## src/rtl/util_upack2_ts_pkg.sv

```systemverilog
// util_upack2_ts_pkg
// Shared types and helpers for the timestamp gate in front of the channel
// unpacker.
//   state_t   : gate FSM states
//   TS_WIDTH  : width of the release timestamp and sample-time counter
//   spb_t     : samples-per-beat value with its valid flag
//   calc_spb  : samples per beat for a given enabled-channel count
package util_upack2_ts_pkg;

  localparam int TS_WIDTH  = 64;
  localparam int SPB_WIDTH = 32;

  typedef enum logic [1:0] {
    IDLE = 2'd0,
    WAIT = 2'd1,
    PASS = 2'd2,
    DROP = 2'd3
  } state_t;

  typedef struct packed {
    logic [SPB_WIDTH-1:0] spb;
    logic                 valid;
  } spb_t;

  // A beat holds data_width/sample_width sample lanes. The count is usable
  // only when it is non-zero and splits those lanes into whole samples.
  function automatic spb_t calc_spb(input int unsigned count,
                                    input int unsigned data_width,
                                    input int unsigned sample_width);
    int unsigned lanes;
    spb_t        r;
    lanes   = data_width / sample_width;
    r.spb   = '0;
    r.valid = 1'b0;
    if (count != 0) begin
      if ((lanes % count) == 0) begin
        r.spb   = SPB_WIDTH'(lanes / count);
        r.valid = 1'b1;
      end
    end
    return r;
  endfunction

endpackage

```

## src/rtl/util_upack2_ts_spb.sv

```systemverilog
// util_upack2_ts_spb
// Registered lookup from the enabled-channel count to samples per beat.
// Every possible count value gets a constant table entry; the selected entry
// is registered each cycle so it is settled when a header is accepted.
// Ports:
//   clk, reset     : clock, asynchronous active-high reset
//   enabled_count  : number of enabled channels
//   spb            : samples per beat for the registered count
//   spb_valid      : registered count is a usable configuration
module util_upack2_ts_spb
  import util_upack2_ts_pkg::*;
#(
  parameter int NUM_OF_CHANNELS = 4,
  parameter int SAMPLE_WIDTH    = 16,
  parameter int DATA_WIDTH      = 64
) (
  input  logic                                 clk,
  input  logic                                 reset,
  input  logic [$clog2(NUM_OF_CHANNELS):0]     enabled_count,
  output logic [SPB_WIDTH-1:0]                 spb,
  output logic                                 spb_valid
);

  localparam int CW      = $clog2(NUM_OF_CHANNELS) + 1;
  localparam int ENTRIES = 2 ** CW;

  spb_t lut [ENTRIES];
  spb_t spb_reg;

  for (genvar gi = 0; gi < ENTRIES; gi++) begin : g_lut
    assign lut[gi] = calc_spb(gi, DATA_WIDTH, SAMPLE_WIDTH);
  end

  always_ff @(posedge clk or posedge reset) begin
    if (reset) begin
      spb_reg <= '0;
    end else begin
      spb_reg <= lut[enabled_count];
    end
  end

  assign spb       = spb_reg.spb;
  assign spb_valid = spb_reg.valid;

endmodule

```

## src/rtl/util_upack2_ts_gate.sv

```systemverilog
// util_upack2_ts_gate
// Holds each DMA packet until the local sample-time counter reaches the
// release timestamp carried in the packet's first beat, then forwards the
// payload beats unchanged to the channel unpacker.
// Optional feature macro: UTIL_UPACK2_TS_LATE_DROP_EN
//   defined   : late packets are dropped
//   undefined : late packets are flagged but forwarded immediately
// Ports:
//   clk, reset      : clock, asynchronous active-high reset
//   enabled_count   : enabled channel count, sampled at header acceptance
//   time_now        : sample-time counter
//   s_axis_*        : upstream stream (header beat + payload beats)
//   m_axis_*        : unpacker-side stream
//   sample_count    : total samples forwarded (wraps modulo 2^64)
//   late            : one-cycle pulse per late packet
//   config_error    : high while the latched channel count is invalid
module util_upack2_ts_gate
  import util_upack2_ts_pkg::*;
#(
  parameter int NUM_OF_CHANNELS = 4,
  parameter int SAMPLE_WIDTH    = 16,
  parameter int DATA_WIDTH      = 64
) (
  input  logic                             clk,
  input  logic                             reset,
  input  logic [$clog2(NUM_OF_CHANNELS):0] enabled_count,
  input  logic [TS_WIDTH-1:0]              time_now,
  input  logic                             s_axis_valid,
  output logic                             s_axis_ready,
  input  logic [DATA_WIDTH-1:0]            s_axis_data,
  input  logic                             s_axis_last,
  output logic                             m_axis_valid,
  input  logic                             m_axis_ready,
  output logic [DATA_WIDTH-1:0]            m_axis_data,
  output logic                             m_axis_last,
  output logic [TS_WIDTH-1:0]              sample_count,
  output logic                             late,
  output logic                             config_error
);

  state_t               state_reg, state_next;
  logic [TS_WIDTH-1:0]  ts_reg;
  logic [SPB_WIDTH-1:0] spb_reg;
  logic [TS_WIDTH-1:0]  sample_count_reg;
  logic                 first_wait_reg;
  logic                 late_reg, late_next;
  logic                 config_error_reg;
  logic [SPB_WIDTH-1:0] lut_spb;
  logic                 lut_valid;

  util_upack2_ts_spb #(
    .NUM_OF_CHANNELS (NUM_OF_CHANNELS),
    .SAMPLE_WIDTH    (SAMPLE_WIDTH),
    .DATA_WIDTH      (DATA_WIDTH)
  ) u_spb (
    .clk           (clk),
    .reset         (reset),
    .enabled_count (enabled_count),
    .spb           (lut_spb),
    .spb_valid     (lut_valid)
  );

  logic s_hs;
  assign s_hs = s_axis_valid && s_axis_ready;

  always_ff @(posedge clk or posedge reset) begin
    if (reset) begin
      state_reg <= IDLE;
    end else begin
      state_reg <= state_next;
    end
  end

  always_comb begin
    state_next   = state_reg;
    s_axis_ready = 1'b0;
    m_axis_valid = 1'b0;
    m_axis_data  = '0;
    m_axis_last  = 1'b0;
    late_next    = 1'b0;
    case (state_reg)
      IDLE: begin
        s_axis_ready = 1'b1;
        if (s_axis_valid) begin
          // A header that is also the last beat carries no payload.
          if (s_axis_last) begin
            state_next = IDLE;
          end else if (!lut_valid) begin
            state_next = DROP;
          end else begin
            state_next = WAIT;
          end
        end
      end
      WAIT: begin
        // Lateness is only judged on the first WAIT cycle; afterwards the
        // counter can at most reach the timestamp, which releases the packet.
        if (first_wait_reg && (time_now > ts_reg)) begin
          late_next = 1'b1;
`ifdef UTIL_UPACK2_TS_LATE_DROP_EN
          state_next = DROP;
`else
          state_next = PASS;
`endif
        end else if (time_now >= ts_reg) begin
          state_next = PASS;
        end
      end
      PASS: begin
        m_axis_valid = s_axis_valid;
        s_axis_ready = m_axis_ready;
        m_axis_data  = s_axis_data;
        m_axis_last  = s_axis_last;
        if (s_axis_valid && m_axis_ready && s_axis_last) begin
          state_next = IDLE;
        end
      end
      DROP: begin
        s_axis_ready = 1'b1;
        if (s_axis_valid && s_axis_last) begin
          state_next = IDLE;
        end
      end
      default: state_next = IDLE;
    endcase
  end

  always_ff @(posedge clk or posedge reset) begin
    if (reset) begin
      ts_reg           <= '0;
      spb_reg          <= '0;
      sample_count_reg <= '0;
      first_wait_reg   <= 1'b0;
      late_reg         <= 1'b0;
      config_error_reg <= 1'b0;
    end else begin
      late_reg <= late_next;
      case (state_reg)
        IDLE: begin
          if (s_axis_valid) begin
            ts_reg         <= s_axis_data[TS_WIDTH-1:0];
            spb_reg        <= lut_spb;
            first_wait_reg <= 1'b1;
            if (!s_axis_last) begin
              config_error_reg <= !lut_valid;
            end
          end
        end
        WAIT: first_wait_reg <= 1'b0;
        PASS: begin
          if (s_hs) begin
            sample_count_reg <= sample_count_reg + TS_WIDTH'(spb_reg);
          end
        end
        DROP: begin
          if (s_hs && s_axis_last) begin
            config_error_reg <= 1'b0;
          end
        end
        default: ;
      endcase
    end
  end

  assign sample_count = sample_count_reg;
  assign late         = late_reg;
  assign config_error = config_error_reg;

endmodule

```

## config.mk

```make
export PLATFORM = sky130hd
export DESIGN_NAME = util_upack2_ts_gate
export DESIGN_NICKNAME = d
export VERILOG_FILES = /design/src/rtl/util_upack2_ts_pkg.sv /design/src/rtl/util_upack2_ts_spb.sv /design/src/rtl/util_upack2_ts_gate.sv
export SDC_FILE = /design/constraint.sdc
export NUM_CORES = 1
export LEC_CHECK = 0
export ABC_AREA = 1
export ABC_CLOCK_PERIOD_IN_PS = 7380
export BUFFER_PORTS_ARGS = -buffer_cell sky130_fd_sc_hd__buf_2
export CAP_MARGIN = 10
export CELL_PAD_IN_SITES_DETAIL_PLACEMENT = 1
export CELL_PAD_IN_SITES_GLOBAL_PLACEMENT = 2
export CORE_MARGIN = 1
export CORE_UTILIZATION = 31
export DETAILED_ROUTE_END_ITERATION = 16
export MAX_ROUTING_LAYER = met4
export PLACE_DENSITY = 0.87
export SLEW_MARGIN = 20
export SYNTH_ARGS = -nofsm -noshare
export SYNTH_HDL_FRONTEND = slang
export SYNTH_SLANG_ARGS = --single-unit
```

## constraint.sdc

```tcl
create_clock -name clk -period 7.38 [get_ports clk]
set_clock_uncertainty 0.2 [all_clocks]
set_input_delay 1.476 -clock clk [delete_from_list [all_inputs] [get_ports clk]]
set_output_delay 1.476 -clock clk [all_outputs]
set_load 0.02 [all_outputs]
```

==> results of run 1 <==
==> cell usage in the layout, fill, tap and decap left out, types with 3 or more instances in the layout <==
cell type and instances:
a21oi_1 32, buf_2 268, buf_4 3, clkbuf_16 17, clkinv_4 4, clkinvlp_4 3, dfrtp_1 140, diode_2 6
ha_1 74, inv_1 217, inv_2 10, inv_6 3, nand2_1 303, nand2_2 5, nand3_1 43, nand4_1 24
nor2_1 69, nor2_2 3, nor2_4 5, nor3_1 30, nor3_2 5, nor4_1 9, o21a_1 3, o21ai_0 76
xnor2_1 14, xor2_1 44
==> cell usage after synthesis, drive strengths merged <==
| master | n |
|---|---|
| a21o | 1 |
| a21oi | 33 |
| a221oi | 1 |
| and2 | 1 |
| buf | 2 |
| clkbuf | 20 |
| dfrtp | 140 |
| fa | 1 |
| ha | 75 |
| inv | 229 |
| nand2 | 309 |
| nand3 | 43 |
| nand3b | 1 |
| nand4 | 24 |
| nor2 | 77 |
| nor3 | 35 |
| nor3b | 2 |
| nor4 | 9 |
| o21a | 3 |
| o21ai | 76 |
| o22ai | 2 |
| o31ai | 1 |
| xnor2 | 14 |
| xor2 | 44 |
==> metal layers <==
metal | track usage, % | wire [microns] | share of wire, % | vias up
met1 | 23.2 | 11800 | 44 | 3923
met2 | 34.2 | 13300 | 49 | 217
met5 | - | 0 | 0 | -
met3 | 4.69 | 1400 | 5.2 | 38
li1 | - | - | - | 4093
met4 | 6.03 | 527 | 2.0 | 0
==> logic make-up after synthesis <==
logic type	synth area share, %
and+or+nand+nor	24.9
buffers and inverters	10.9
adders and majority gates	11.0
AOI/OAI and AO/OA	7.00
xor gates and xnor gates	5.85
DFF	40.3
==> how the worst max path moves through the flow <==
stage,depth (start not counted),from,end
floorplan,1,reset,config_error
global placement,4,m_axis_ready,s_axis_ready
detailed placement,4,m_axis_ready,s_axis_ready
CTS,6,state_reg[0],s_axis_ready
global route,6,state_reg[0],s_axis_ready
finish,6,state_reg[0],s_axis_ready
==> worst max-delay path: stages, from the launching register on <==
cell	delay [ns]
dfrtp_1	0.41
inv_1	0.12
ha_2	0.17
buf_4	0.50
nand2_1	0.18
a21oi_2	0.32
buf_2	0.23
==> per-stage QoR <==
stage / worst slack, ns / cells / hold slack, ns / power [W]
2_1_floorplan: 1.95 / 1143 / 0.218 / 0.00186
3_5_place_dp: 3.51 / 1764 / 0.238 / 0.00222
4_1_cts: 3.22 / 1795 / 0.252 / 0.00312
5_1_grt: 3.14 / 1801 / 0.293 / 0.00333
3_3_place_gp: 3.52 / 1764 / 0.231 / 0.00216
6_report: 3.34 / 1801 / 0.249 / 0.00305
==> area by class of cell <==
cell class	instances	share of cell area [%]
Inverter	229	7.84
Antenna cell	6	0.136
Tap cell	372	4.22
Timing Repair Buffer	271	12.4
Clock inverter	12	1.27
Multi-Input combinational cell	752	38.4
Sequential cell	140	31.7
Clock buffer	19	4.01
==> power groups by stage <==
stage	clock (W)	sequential, W	combinational, W
after floorplan	0	0.00104	0.000819
after global placement	0	0.00103	0.00113
after detailed placement	0	0.00104	0.00118
after CTS	0.000897	0.00103	0.00119
after global routing	0.000924	0.00105	0.00136
final	0.000868	0.00102	0.00116
==> results.md, run 1 <==
* Run status: finished, final reports clean
* Total number of yosys warnings at 0
* Dpl cell area at 10400 sq um
* Count of input and output buffers at 268
* Internal power at 0.00188 W
* Worst Hold Path Cells at 2
* Number of pins with negative max-slew slack in the final report at 0
* Pre-Repair DR Iteration Count at 5
* Flop2flop setup slack at 3.96 ns
* Sort of element at the start of the critical path: register
* Nets at 1623
* Number of cells traversed by the worst register-to-register path at 12
* Crit Path Category: register to primary output
* Power share of the sequential group at 33.6%
* Area of all placed cells without fillers at 11000 sq um
* Area of combinational cells with multiple inputs at 4240 sq um
* Clock latency on the worst-skew pair at 0.43 ns
* Clock root buffer: clkbuf_16
* Final Setup Violations at 0
* Post-route clock period utilization at 54.8%
* Share of Yosys cell area claimed by the top area cell type at 40.3%
* Maximum ir drop on the vdd rail at 156 uV
* Via count of the first global-routing pass at 8789
* Placer congestion estimate at 0.893
* Wirelength per Cell at 15.0 microns
* Antenna violations before repair at 6
* Quantity of gates resized following cts at 0
* Static leakage at 6.41 nW
* Endpoint required time on the critical path at 5.70 ns
* Total area of sequential cells at 3500 sq um
* Initial DRC count at 352
* CTS tree: done
* Share of total power in the clock network at 28.5%
* Total net switching power at 0.00117 W
* Largest area contributor in the synthesized netlist: dfrtp_1
* Critical path endpoint category: primary output
* Total power per unit cell area at 276 nW/um^2
* Main area contributors after synthesis: dfrtp_1 40%, nand2_1 13%, ha_1 11%, inv_1 9.5%, xor2_1 4.4%
* Number of vias per cell after detailed routing at 4.59
* Width of the die at 169 microns
* Destination of the worst register-to-register timing path: sample_count[57]
* Relative slew slack at 46.0%
* Utilization after layout at 40.5%
* Class of the tightest hold or removal check: register to register
* Number of top-level pins at 269
* Synthesized Nets at 1355
* Ratio of cells with drive above 1 in the final layout at 23.5%
* Level count of the clock H-tree at 4
* Clock Pin Slew Worst Setup and Hold Paths at 0.06 ns
* Drt total wl at 27.0 mm
* FF-to-FF Start: state_reg[0]
* Synthesized area at 8690 sq um
* Wire length of the first global-routing pass at 43.8 mm
* Area of the die at 28700 sq um
* Setup TNS at 0 ns
* Overall Global Routing Usage at 20.0%
* Filler cell count at 3437
* Final critical delay including setup and external delays at 4.04 ns
* Average size of a mapped cell at 7.60 sq um
* Final hold violations at 0
* Pin slew with the least headroom to its limit at 0.811 ns
* Number of synthesized register bits at 140
* Starting density of the core at 31.9%
* Startpoint of the tightest hold check path: u_spb.spb[0]
* Placed wire-length estimate after detailed placement at 21.5 mm
* Arr. time, crit path at 2.37 ns
* Count of unique library cells instantiated by Yosys at 32
* Pin count of the biggest net entering global routing at 83
* Number of standard-cell rows in the floorplan at 60
* Remaining antenna violation count at 0
* Endpoint of the worst hold-timing path: spb_reg[0]
* Max Root-Sink Buffers at 2
* Vias post-DR at 8271
* Number of buffers inserted for hold repair after clock tree synthesis at 0
* Sequential area share after synthesis at 40.3%
* Logic pwr share at 38.0%
* Fmax at 0.247 GHz
* Y dimension of the die at 169 microns
* Sink count of the clock tree at 140
* Unrepaired setup endpoints after global routing: false
* Core footprint at 27300 sq um
* Layout-stage area growth over the synthesis result at 27.1%
* GRT Residual Overflow at 0
* Total setup buffers inserted after CTS at 0
* Number of clock buffers inserted by TritonCTS at 17
* Switching share of total power at 38.5%
* Number of max-cap violations at 0
* DRC violation count after routing at 0
* Max Fanout on Critical Path at 68
* Syn Inst Count at 1143
Power figures use the tool's default switching activity.
==> inputs of run 2 (changes only) <==
--- a/config.mk
+++ b/config.mk
@@ -6,16 +6,16 @@
 export NUM_CORES = 1
 export LEC_CHECK = 0
 export ABC_AREA = 1
-export ABC_CLOCK_PERIOD_IN_PS = 7380
+export ABC_CLOCK_PERIOD_IN_PS = 3600
 export BUFFER_PORTS_ARGS = -buffer_cell sky130_fd_sc_hd__buf_2
 export CAP_MARGIN = 10
 export CELL_PAD_IN_SITES_DETAIL_PLACEMENT = 1
 export CELL_PAD_IN_SITES_GLOBAL_PLACEMENT = 2
 export CORE_MARGIN = 1
-export CORE_UTILIZATION = 31
+export CORE_UTILIZATION = 26
 export DETAILED_ROUTE_END_ITERATION = 16
 export MAX_ROUTING_LAYER = met4
-export PLACE_DENSITY = 0.87
+export PLACE_DENSITY = 0.77
 export SLEW_MARGIN = 20
 export SYNTH_ARGS = -nofsm -noshare
 export SYNTH_HDL_FRONTEND = slang
==> constraint.sdc (replaced) <==
create_clock -name clk -period 3.6 [get_ports clk]
set_clock_uncertainty 0.2 [all_clocks]
set_input_delay 0.72 -clock clk [delete_from_list [all_inputs] [get_ports clk]]
set_output_delay 0.72 -clock clk [all_outputs]
set_load 0.02 [all_outputs]
==> results.md, run 2 (synthesis gave the netlist of run 1 again) <==
* Starting density of the core at 26.6%
* Area of the die at 34100 sq um
* Clock root buffer: clkbuf_16
* Destination of the worst register-to-register timing path: sample_count[62]
* Pin count of the biggest net entering global routing at 141
* Vias post-DR at 8249
* Width of the die at 185 microns
* Final Setup Violations at 0
* Critical path endpoint category: primary output
* Slowest stage cell, crit path: buf_4
* Fmax at 0.325 GHz
* Sink count of the clock tree at 140
* Clock Pin Slew Worst Setup and Hold Paths at 0.07 ns
* CTS tree: done
* Antenna violations before repair at 7
* Count of input and output buffers at 268
* Drt total wl at 27.9 mm
* Pin slew with the least headroom to its limit at 0.972 ns
* Leading cell type in the layout, fill and taps excluded: nand2_1
* Run status: finished, final reports clean
* Final hold violations at 0
* Most frequent cells in the layout: 303 x nand2_1, 268 x buf_2, 217 x inv_1
* Endpoint required time on the critical path at 2.68 ns
* Max Fanout on Critical Path at 66
* Core footprint at 32700 sq um
* FF-to-FF Start: sample_count[0]
* Remaining antenna violation count at 0
* Final critical delay including setup and external delays at 3.08 ns
* Number of vias per cell after detailed routing at 4.40
* Setup TNS at 0 ns
* Relative slew slack at 35.2%
* Ratio of cells with drive above 1 in the final layout at 23.6%
* GRT Residual Overflow at 0
* Overall Global Routing Usage at 17.3%
* Number of max-cap violations at 0
* Cell-by-cell listing of the critical path: inv_1 -> ha_2 -> buf_4 -> nand2_1 -> inv_1 -> buf_2
* Number of buffers inserted for hold repair after clock tree synthesis at 0
* End point of the critical path: m_axis_data[30]
* Y dimension of the die at 185 microns
* Flop2flop setup slack at 0.76 ns
* Total setup buffers inserted after CTS at 0
* Wire length of the first global-routing pass at 44.7 mm
* Number of standard-cell rows in the floorplan at 66
* Arr. time, crit path at 2.16 ns
* Clock latency on the worst-skew pair at 0.42 ns
* Layout-stage area growth over the synthesis result at 28.8%
* Number of cells traversed by the worst register-to-register path at 13
* Sort of element at the start of the critical path: register
* Worst hold slack at 0.230 ns
* Level count of the clock H-tree at 4
* Max Root-Sink Buffers at 2
* Post-route clock period utilization at 85.5%
* Worst setup path startpoint: state_reg[0]
* Placer congestion estimate at 0.867
* Maximum ir drop on the vdd rail at 312 uV
* Nets at 1624
* DRC violation count after routing at 0
* Filler cell count at 4139
* Number of top-level pins at 269
* Largest stage delay, worst path at 0.52 ns
* Wirelength per Cell at 14.9 microns
* Number of pins with negative max-slew slack in the final report at 0
* Placed wire-length estimate after detailed placement at 22.2 mm
* Initial DRC count at 284
* Quantity of gates resized following cts at 0
* Pre-Repair DR Iteration Count at 4
* Unrepaired setup endpoints after global routing: false
* Total power per unit cell area at 570 nW/um^2
* Static leakage at 6.42 nW
* Most common cell on crit path: inv_1
* Class of the tightest hold or removal check: input pin to async pin
* Number of clock buffers inserted by TritonCTS at 17
* Total power after layout at 0.00637 W
* Via count of the first global-routing pass at 8566
* Crit Path Category: register to primary output
run 2: cell count changes in the layout (fill, tap and decap cells not counted), sizes merged:
| cell | before | now |
|---|---|---|
| diode | 6 | 7 |
| inv | 230 | 229 |
| bufinv | 2 | 3 |
| buf | 271 | 272 |
| clkinv | 6 | 5 |
| clkinvlp | 3 | 5 |
run 2: layer usage:
metal,global-route usage (%),share of wire [%],up-vias
li1,-,-,4109
met1,21.1,45,3911
met2,28.4,47,205
met3,4.56,6.0,24
met4,4.20,1.5,0
met5,-,0,-
run 2: cell type report:
class                           instances  area [sq um]  area share [%]
Antenna cell                            7          17.5           0.157
Clock buffer                           19           443            3.96
Clock inverter                         13           165            1.48
Inverter                              229           865            7.73
Multi-Input combinational cell        752          4240            37.9
Sequential cell                       140          3500            31.3
Tap cell                              442           553            4.94
Timing Repair Buffer                  272          1400            12.5
run 2: stage by stage:
| stage | setup WS, ns | utilization [%] | cells | instance area, sq um |
|---|---|---|---|---|
| floorplan | 0.931 | - | 1143 | 8690 |
| global placement | 0.715 | 32.3 | 1835 | 10600 |
| detailed placement | 0.714 | 32.3 | 1835 | 10600 |
| CTS | 0.458 | 34.1 | 1867 | 11200 |
| global route | 0.354 | 34.2 | 1874 | 11200 |
| finish | 0.522 | 34.2 | 1874 | 11200 |
run 2: worst min path at each step:
stage / endpoint / slack (ns) / depth (start not counted)
5_1_grt: spb_reg[2] / 0.27 / 2
3_5_place_dp: spb_reg[0] / 0.25 / 2
3_3_place_gp: spb_reg[0] / 0.24 / 2
2_1_floorplan: spb_reg[0] / 0.22 / 2
4_1_cts: spb_reg[0] / 0.25 / 2
6_report: sample_count[25] / 0.23 / 3
run 2: worst max-delay path, delay by kind of cell, from the launching register on:
kind                     cells  cell delay (ns)
flip-flops                   1             0.42
buffers and inverters        4             0.93
adder cells (fa/ha/maj)      1             0.20
AND/OR/NAND/NOR              1             0.11
run 2: where the power goes:
part           internal (W)  total [W]  switching (W)
clock network       0.00111    0.00186       0.000743
logic              0.000848    0.00242        0.00157
registers           0.00197    0.00210       0.000130
==> inputs of run 3 (changes only) <==
--- a/config.mk
+++ b/config.mk
@@ -5,14 +5,13 @@
 export SDC_FILE = /design/constraint.sdc
 export NUM_CORES = 1
 export LEC_CHECK = 0
-export ABC_AREA = 1
 export ABC_CLOCK_PERIOD_IN_PS = 3600
 export BUFFER_PORTS_ARGS = -buffer_cell sky130_fd_sc_hd__buf_2
 export CAP_MARGIN = 10
 export CELL_PAD_IN_SITES_DETAIL_PLACEMENT = 1
 export CELL_PAD_IN_SITES_GLOBAL_PLACEMENT = 2
 export CORE_MARGIN = 1
-export CORE_UTILIZATION = 26
+export CORE_UTILIZATION = 28
 export DETAILED_ROUTE_END_ITERATION = 16
 export MAX_ROUTING_LAYER = met4
 export PLACE_DENSITY = 0.77
==> results.md, run 3 <==
* Unrepaired setup endpoints after global routing: false
* Average size of a mapped cell at 10.6 sq um
* Count of input and output buffers at 268
* Sink count of the clock tree at 140
* Share of Yosys cell area claimed by the top area cell type at 43.8%
* Primary flip-flop cell chosen by synthesis mapping: dfrtp_1
* Max Root-Sink Buffers at 2
* Top post-synthesis cells by count: 140 x dfrtp_1, 79 x inv_1, 75 x ha_1, 71 x and2_1, 70 x mux2_2
* Number of vias per cell after detailed routing at 4.48
* Placed wire-length estimate after detailed placement at 17.2 mm
* Nets at 1250
* Area of the die at 29200 sq um
* Placed cells at 1397
* Clock Pin Slew Worst Setup and Hold Paths at 0.07 ns
* Sort of element at the start of the critical path: register
* Final Setup Violations at 0
* Pre-Repair DR Iteration Count at 4
* Layout-stage area growth over the synthesis result at 31.1%
* Crit Path Category: register to primary output
* Pin slew with the least headroom to its limit at 0.699 ns
* Leading cell type in the layout, fill and taps excluded: buf_2
* Number of synthesized register bits at 140
* Fraction of registers with async set or reset after synthesis at 100%
* Arr. time, crit path at 2.21 ns
* Setup TNS at 0 ns
* Wirelength per Cell at 15.2 microns
* Width of the die at 171 microns
* Vias post-DR at 6423
* Number of buffers inserted for hold repair after clock tree synthesis at 0
* FF-to-FF Start: state_reg[1]
* GRT Residual Overflow at 0
* CTS tree: done
* Synthesized Nets at 969
* DRC violation count after routing at 0
* Core footprint at 27900 sq um
* Clock root buffer: clkbuf_16
* Maximum ir drop on the vdd rail at 230 uV
* Drt total wl at 21.8 mm
* Cell-by-cell listing of the critical path: inv_1 -> ha_2 -> buf_4 -> nand2_1 -> a21oi_1 -> buf_2
* Clock latency on the worst-skew pair at 0.42 ns
* Utilization after layout at 37.5%
* Placer congestion estimate at 0.790
* Most common cell in the netlist: dfrtp_1
* Total number of yosys warnings at 0
* Level count of the clock H-tree at 4
* Synthesized area at 8000 sq um
* Final critical delay including setup and external delays at 3.13 ns
* Y dimension of the die at 171 microns
* Syn Inst Count at 757
* Antenna violations before repair at 4
* Max Fanout on Critical Path at 68
* Pin count of the biggest net entering global routing at 69
* Via count of the first global-routing pass at 6609
* Number of max-cap violations at 0
* Count of unique library cells instantiated by Yosys at 45
* Total setup buffers inserted after CTS at 0
* Final standard cell count with taps included and fillers excluded at 1433
* Worst hold slack at 0.144 ns
* Number of cells traversed by the worst register-to-register path at 9
* Area of all placed cells without fillers at 10500 sq um
* Main area contributors after synthesis: dfrtp_1 44%, ha_1 12%, mux2_2 9.9%, and2_1 5.6%, xnor2_1 4.5%
* Largest stage delay, worst path at 0.47 ns
* Sequential area share after synthesis at 43.8%
* Destination of the worst register-to-register timing path: sample_count[58]
* Endpoint required time on the critical path at 2.68 ns
* Quantity of gates resized following cts at 0
* Dpl cell area at 9870 sq um
* Most frequent cells in the layout: 268 x buf_2, 140 x dfrtp_1, 78 x inv_1
* Number of pins with negative max-slew slack in the final report at 0
* Largest area contributor in the synthesized netlist: dfrtp_1
* Fmax at 0.320 GHz
* Starting density of the core at 28.6%
* Post-synth EDFFs at 0
* Static leakage at 5.63 nW
* Initial DRC count at 216
* Overall Global Routing Usage at 15.9%
* Wire length of the first global-routing pass at 34.9 mm
* Number of standard-cell rows in the floorplan at 61
* Flop2flop setup slack at 0.68 ns
* Relative slew slack at 53.0%
* Ratio of cells with drive above 1 in the final layout at 37.5%
* Number of top-level pins at 269
* Filler cell count at 3267
* Critical path endpoint category: primary output
* Slowest stage cell, crit path: buf_4
* Post-route clock period utilization at 86.8%
* Total power per unit cell area at 631 nW/um^2
* Class of the tightest hold or removal check: input pin to async pin
* Remaining antenna violation count at 0
* Run status: finished, final reports clean
* Final hold violations at 0
* Number of clock buffers inserted by TritonCTS at 17
## run 3: routing by layer
layer	GRT usage [%]	vias to the layer above	routed length [microns]
met5	-	-	0
met4	3.84	0	197
met3	4.58	13	1560
met2	26.9	167	10700
met1	18.5	3121	9340
li1	-	3122	-
## run 3: final cells by class
class                           instances  area [sq um]  share of cell area, %
Sequential cell                       140          3500                   33.4
Inverter                               79           300                   2.86
Multi-Input combinational cell        523          4150                   39.6
Clock buffer                           17           425                   4.06
Antenna cell                            4          10.0                 0.0955
Tap cell                              378           473                   4.51
Clock inverter                         15           178                   1.69
Timing Repair Buffer                  277          1450                   13.8
## run 3: cell families after synthesis
| group | Yosys count | synth area share, % |
|---|---|---|
| adders and majority gates | 76 | 12.0 |
| AOI/OAI and AO/OA | 64 | 4.65 |
| buffers and inverters | 94 | 4.43 |
| xor gates and xnor gates | 62 | 6.79 |
| muxes | 74 | 10.4 |
| and+or+nand+nor | 247 | 18.0 |
| DFF | 140 | 43.8 |
## run 3: worst max-delay path by stage
stage	startpoint	slack (ns)	depth (start not counted)	to
floorplan	time_now[62]	0.87	8	state_reg[0]
global placement	time_now[59]	0.40	9	state_reg[0]
detailed placement	time_now[59]	0.29	9	state_reg[1]
CTS	state_reg[0]	0.40	6	s_axis_ready
global route	state_reg[0]	0.35	6	s_axis_ready
finish	state_reg[0]	0.47	6	s_axis_ready
## run 3: metrics by stage
step | setup slack [ns] | power, W
global placement | 0.404 | 0.00479
finish | 0.475 | 0.00662
detailed placement | 0.291 | 0.00489
CTS | 0.398 | 0.00676
floorplan | 0.871 | 0.00407
global route | 0.345 | 0.00718
## run 3: where the power goes
group	switching, W	internal, W	total (W)	leakage [nW]
clock network	0.000778	0.00105	0.00183	0.293
registers	0.000214	0.00200	0.00221	1.78
logic	0.00140	0.00118	0.00258	3.55
total	0.00239	0.00423	0.00662	5.63
## run 3: critical path: cells and delay by family (launching register included)
family	cells	cell delay, ns
buffers and inverters	3	0.84
DFF	1	0.40
AOI/OAI and AO/OA	1	0.23
adders and majority gates	1	0.21
and+or+nand+nor	1	0.10
